**config.mk**
```make
export PLATFORM = sky130hd
export DESIGN_NAME = conv_mac
export DESIGN_NICKNAME = d
export VERILOG_FILES = /design/src/rtl/conv_mac.sv
export SDC_FILE = /design/constraint.sdc
export NUM_CORES = 1
export LEC_CHECK = 0
export BUFFER_PORTS_ARGS = -buffer_cell sky130_fd_sc_hd__buf_2
export CORE_MARGIN = 3
export CORE_UTILIZATION = 35
export DETAILED_ROUTE_END_ITERATION = 16
export SLEW_MARGIN = 0
export SYNTH_ARGS = -nofsm -noshare
export SYNTH_HDL_FRONTEND = slang
export SYNTH_SLANG_ARGS = --single-unit
```
**constraint.sdc**
```tcl
create_clock -name clk -period 3.04 [get_ports clk]
set_input_delay 0.608 -clock clk [delete_from_list [all_inputs] [get_ports clk]]
set_output_delay 0.608 -clock clk [all_outputs]
set_load 0.005 [all_outputs]
```
**src/rtl/conv_mac.sv**
```systemverilog
// conv_mac: multiply-accumulate stage behind the nested-loop address generator.
//
// Each accepted term drives its weight/input addresses straight to two
// synchronous-read memories. The returned operands are multiplied as signed
// values, and the products are summed. When the term flagged as last reaches
// the accumulator, the completed group sum is emitted for one cycle.
//
// Parameters:
//   AW   - address width for weight and input memories
//   DW   - signed operand width
//   ACCW - accumulator / result width (must be at least 2*DW)
//
// Ports:
//   clk, rst              - clock, asynchronous active-low reset
//   in_valid, in_last     - term strobe and end-of-group flag
//   in_wa, in_ia          - weight / input address of the term
//   w_addr, w_en, w_rdata - weight memory port (1-cycle read latency)
//   i_addr, i_en, i_rdata - input memory port (1-cycle read latency)
//   out_valid, out_data   - single-cycle result pulse and held group sum
//   busy                  - a term is still in flight in the pipeline
module conv_mac #(
    parameter int AW   = 32,
    parameter int DW   = 8,
    parameter int ACCW = 24
) (
    input  logic            clk,
    input  logic            rst,
    input  logic            in_valid,
    input  logic            in_last,
    input  logic [AW-1:0]   in_wa,
    input  logic [AW-1:0]   in_ia,
    output logic [AW-1:0]   w_addr,
    output logic            w_en,
    input  logic [DW-1:0]   w_rdata,
    output logic [AW-1:0]   i_addr,
    output logic            i_en,
    input  logic [DW-1:0]   i_rdata,
    output logic            out_valid,
    output logic [ACCW-1:0] out_data,
    output logic            busy
);

    // Stage 1: term is in the memory read cycle
    logic v1_d, v1_q;
    logic l1_d, l1_q;
    // Stage 2: product of the returned operands
    logic v2_d, v2_q;
    logic l2_d, l2_q;
    logic signed [2*DW-1:0] prod_d, prod_q;
    // Stage 3: accumulator and result
    logic [ACCW-1:0] acc_d, acc_q;
    logic            first_d, first_q;
    logic            out_valid_d, out_valid_q;
    logic [ACCW-1:0] out_data_d, out_data_q;

    logic [ACCW-1:0] prod_ext_s;
    logic [ACCW-1:0] acc_sum_s;

    // Memories see the generator's addresses without delay so data returns in stage 1.
    assign w_addr = in_wa;
    assign i_addr = in_ia;
    assign w_en   = in_valid;
    assign i_en   = in_valid;

    assign out_valid = out_valid_q;
    assign out_data  = out_data_q;
    assign busy      = v1_q | v2_q;

    // Next-state computation for all pipeline stages
    always_comb begin
        v1_d   = in_valid;
        l1_d   = in_valid & in_last;
        v2_d   = v1_q;
        l2_d   = l1_q;
        prod_d = $signed(w_rdata) * $signed(i_rdata);

        // Size cast of a signed value sign-extends the product into the accumulator width.
        prod_ext_s = ACCW'(prod_q);
        // A group's first term overwrites the old sum instead of adding to it.
        acc_sum_s  = (first_q ? {ACCW{1'b0}} : acc_q) + prod_ext_s;

        acc_d       = acc_q;
        first_d     = first_q;
        out_valid_d = 1'b0;
        out_data_d  = out_data_q;

        if (v2_q) begin
            acc_d = acc_sum_s;
            if (l2_q) begin
                out_data_d  = acc_sum_s;
                out_valid_d = 1'b1;
                first_d     = 1'b1;
            end else begin
                first_d = 1'b0;
            end
        end else begin
            // Bubble: sum and group position are held.
            acc_d   = acc_q;
            first_d = first_q;
        end
    end

    // Pipeline, accumulator and result registers
    always_ff @(posedge clk or negedge rst) begin
        if (!rst) begin
            v1_q        <= 1'b0;
            l1_q        <= 1'b0;
            v2_q        <= 1'b0;
            l2_q        <= 1'b0;
            prod_q      <= {(2*DW){1'b0}};
            acc_q       <= {ACCW{1'b0}};
            first_q     <= 1'b1;
            out_valid_q <= 1'b0;
            out_data_q  <= {ACCW{1'b0}};
        end else begin
            v1_q        <= v1_d;
            l1_q        <= l1_d;
            v2_q        <= v2_d;
            l2_q        <= l2_d;
            prod_q      <= prod_d;
            acc_q       <= acc_d;
            first_q     <= first_d;
            out_valid_q <= out_valid_d;
            out_data_q  <= out_data_d;
        end
    end

endmodule

```
**After elaboration in Yosys (flattened, before gate mapping)**

Index checks and enable logic that the tools add are counted.

- Memories: 0
- ROM bits: 0
- Bits in writable memories: 0
- Input bits: 84
- Register bits: 70
- Bits in latches: 0

- Div/mod/pow operators: 0
- Mux-type cells: 3
- Equal/unequal tests: 0
- Multiply operators: 1
- Shift operators: 0
- Bitwise logic cells: 2
- Reductions and logical operators: 1
- Add/sub/neg operators: 1
- Order comparisons: 0

Operator list:

| kind | number |
|---|---|
| $add 24x24->24 | 1 |
| $mux 24 | 1 |
| $mul 8x8->16 | 1 |
| $mux 1 | 2 |
| $reduce_and 2->1 | 1 |
| $and 1x1->1 | 1 |
| $or 1x1->1 | 1 |

**Logic depth before layout (Yosys ltp)**

- Depth after elaboration: 2
- Depth in mapped cells: 17
- Depth with buffers taken out: 17

**Least setup slack after synthesis**

OpenSTA, ideal clock, no wires.

- Path kind: input to register
- From: input port i_rdata[4]
- To: register prod_q[14]
- Data required time: 2924 ps
- Cell stages on the path: 16
- Path buffers: 0
- Data arrival time: 4261 ps
- Slack: -1337 ps
- Cell sequence: and2_1 -> fa_1 -> inv_1 -> fa_1 -> inv_1 -> fa_1 -> inv_1 -> fa_1 -> inv_1 -> ha_1 -> o21ai_0 -> a21oi_1 -> o21ai_0 -> a21oi_1 -> o21a_1 -> o311ai_0

- Cells in the longest elaborated chain, start to end: 1

RTL lines:

| what | RTL line | RTL |
|---|---|---|
| start, declared | 37 | `input logic [DW-1:0] i_rdata,` |
| $mul 8x8->16 | 75 | `prod_d = $signed(w_rdata) * $signed(i_rdata);` |
| net prod_d[14] | 49 | `logic signed [2*DW-1:0] prod_d, prod_q;` |
| end signal, assigned | 110 | `prod_q <= {(2*DW){1'b0}};` |
| end signal, assigned | 120 | `prod_q <= prod_d;` |
| end, declared | 49 |  |

The timed path passes the listed nets, and every way through them passes these cells.
A chain may end at the register's enable or synchronous reset.

**Final worst setup path**

- From: input port i_rdata[2]
- To: register prod_q[13]

Same word-level chain as after synthesis.

==> results.txt <==
outcome - finished, violations left
violated checks - negative setup slack
Net Count, Synth - 903
clk_skew - 0.00681 ns
Main synth FF type - dfrtp_1
io pins - 176
1st-iter DRT viols - 159
number of synthesized flops with an enable pin - 0
DIE AREA - 0.0212 mm2
top-count cell post-synth - inv_1
syn_area_per_cell - 9.61 um2
Final Wtd Congestion - 0.828
DP Worst Slack - -1.27 ns
GRT met3 Usage - 2.43%
initial antenna violation count - 0
cell count after synthesis - 711
fraction of layout cells with a size suffix above 1 - 31.9%
Tcrit/Tclk final - 132%
via/cell ratio - 4.68
slowest CP cell - fa_1
reg-to-reg slack, setup - 0.22 ns
Diodes inserted - 0
Core ar. - 0.0190 mm2
vias in the first global route - 4943
worst hold path class - flop to flop
synthesized cell area - 0.00684 mm2
die height - 146 um
DRC Markers - 0
Die Width - 146 um
root buffer cell - clkbuf_16
Ys Warns - 0
count of cell types in the netlist - 56
Max Cap Viol - 0
wire length per cell - 13.1 um
busiest grt layer - met2
Startpoint Class - primary input
ys async rst share - 100%
Pins Over Slew Limit - 0
hold depth - 0
maximum clock path buffer count - 2
#FFs+latches synth - 70
largest net degree at the start of global routing - 71
clock transition at the registers of the reported paths - 0.05 ns
P per Cell Area - 1050 mW/mm2
final hold vios - 0
fmax - 249 MHz
worst slew pin tran - 0.877 ns
GR Util met1 - 17.6%
CTS tree - built
largest cells by area after synthesis - dfrtp_1 25%, fa_1 16%, ha_1 9.5%
top post-synthesis cells by count - 99 x inv_1, 69 x dfrtp_1, 66 x buf_4
Leakage - 3.78 nW
Critical Path RT - 3.29 ns
row count - 50
total power - 8.46 mW
final setup TNS - -6.79 ns
first-pass GRT wire length - 23100 um
Finished Cell Area - 0.00803 mm2
Vias - 4760
Worst Path Max Fanout - 4
Overall Global Routing Usage - 12.9%
R2R depth - 9
CTS Sinks - 70
Final Setup Violations - 11
final WL - 13300 um
ANT nets after route - 0
H-tree depth - 3
most frequent cell on the critical path - fa_1
CP Capture Type - flop
Final WS setup - -0.970 ns
worst hold path startpoint - l1_q
met2 global-route usage - 21.3%
Rel. slew slack - 41.5%
Initial Utilization - 36.1%
hold path endpoint - l2_q
area leader, netlist - dfrtp_1
Tmin final - 4.01 ns
worst flop-to-flop path endpoint - acc_q[22]
synth-to-layout area growth - 17.4%
remaining global-route overflow - 0
R2R Path Start - first_q
post-place instance area - 0.00746 mm2
delay of the slowest critical-path stage - 0.54 ns
dpl hpwl - 10500 um
part of the Yosys area used for sequential elements - 25.6%
DR pass1 iterations - 4
Clock Latency Late Sink - 0.33 ns
worst-path cell chain - buf_6 > and2_4 > fa_1 > inv_1 > fa_1 > inv_2 > fa_1 > inv_2 > fa_1 > inv_2 > ha_4 > buf_4 > buf_6 > a21oi_4 > o21ai_2 > a41oi_2 > nor2b_2 > xnor2_1
Worst VDD drop - 0.340 mV
critical path class - primary input to flop
RSZ-0062 raised after global routing - yes
# nets final - 945
Worst EP arrival - 4.26 ns
number of CTS-inserted buffers - 9
top cell type's share of synthesized area - 25.3%
Port Buffer Count - 47
==> routing by layer <==
layer	vias to the layer above	wire length [um]
met3	10	390
met1	2318	6520
met2	80	6240
met4	0	143
li1	2352	-
met5	-	0
==> per-stage QoR <==
| step | utilization, % | cells | hold WS (ns) |
|---|---|---|---|
| CTS | 41.6 | 1015 | 0.352 |
| global route | 42.3 | 1018 | 0.369 |
| finish | 42.3 | 1018 | 0.350 |
| floorplan | - | 711 | 0.312 |
| detailed placement | 39.4 | 997 | 0.339 |
| global placement | 39.4 | 997 | 0.337 |
==> state kept, by name, indices dropped and copies added (netlist names) <==
signal	flops
acc_q	24
out_data	24
first_q	1
prod_q	16
v2_q	1
v1_q	1
out_valid	1
l2_q	1
l1_q	1
==> power by group <==
part / internal [mW] / switching [mW]
clock network: 0.574 / 0.395
logic: 2.92 / 2.96
registers: 1.40 / 0.206
total: 4.89 / 3.56
==> worst max-delay path: cells and delay by family <==
family	cells	cell delay, ns
and+or+nand+nor	2	0.33
xor gates and xnor gates	1	0.12
adders and majority gates	5	2.28
AOI/OAI and AO/OA	3	0.41
buffers and inverters	7	0.52
==> cells by family (layout without fill, tap and decap cells) <==
group	Yosys count	in the layout	share of synthesized area [%]
AND/OR/NAND/NOR	186	186	14.9
buffers and inverters	180	227	13.9
adder cells (fa/ha/maj)	108	108	25.9
AO/OA/AOI/OAI	104	104	10.4
flip-flops	70	70	25.6
multiplexers	35	35	5.71
XOR/XNOR	28	28	3.59
==> worst max-delay path by stage <==
| stage | cells after the start | endpoint | start |
|---|---|---|---|
| final | 18 | prod_q[13] | i_rdata[2] |
| after global routing | 17 | prod_q[14] | i_rdata[2] |
| after CTS | 17 | prod_q[14] | i_rdata[2] |
| after detailed placement | 17 | prod_q[14] | i_rdata[2] |
| after global placement | 17 | prod_q[14] | i_rdata[0] |
| after floorplan | 16 | prod_q[14] | i_rdata[2] |
==> area by class of cell <==
| cell class | instances | area [um2] |
|---|---|---|
| Clock inverter | 5 | 33.8 |
| Sequential cell | 70 | 1750 |
| Inverter | 99 | 372 |
| Tap cell | 260 | 325 |
| Timing Repair Buffer | 112 | 822 |
| Multi-Input combinational cell | 461 | 4480 |
| Clock buffer | 11 | 243 |
| Fill cell | 1877 | 10900 |
==> cells in the final DEF, fill, tap and decap left out, types with 11 or more instances in the layout <==
cell     Yosys  final
a21oi_1     24     18
fa_1        56     53
and2_4       0     14
nor2_1      14     14
dfrtp_1     69     69
ha_4         0     15
xnor2_1     21     20
buf_4       66     62
buf_6        2     15
ha_1        52     34
buf_2        1     33
nand2_1     47     45
inv_1       99     84
a21o_1      11     11
mux2_2      32     32
nor2b_1     34     32
inv_2        0     15
o21ai_0     15     12
and2_1      47     33
==> what timing repair did <==
action,4_1_cts,5_1_grt
buffers inserted,2,3
hold buffers,0,0
resized for setup,39,26
pin swaps,10,17
setup endpoints to repair,11,19
No activity file was read; power rests on OpenSTA's default activity.
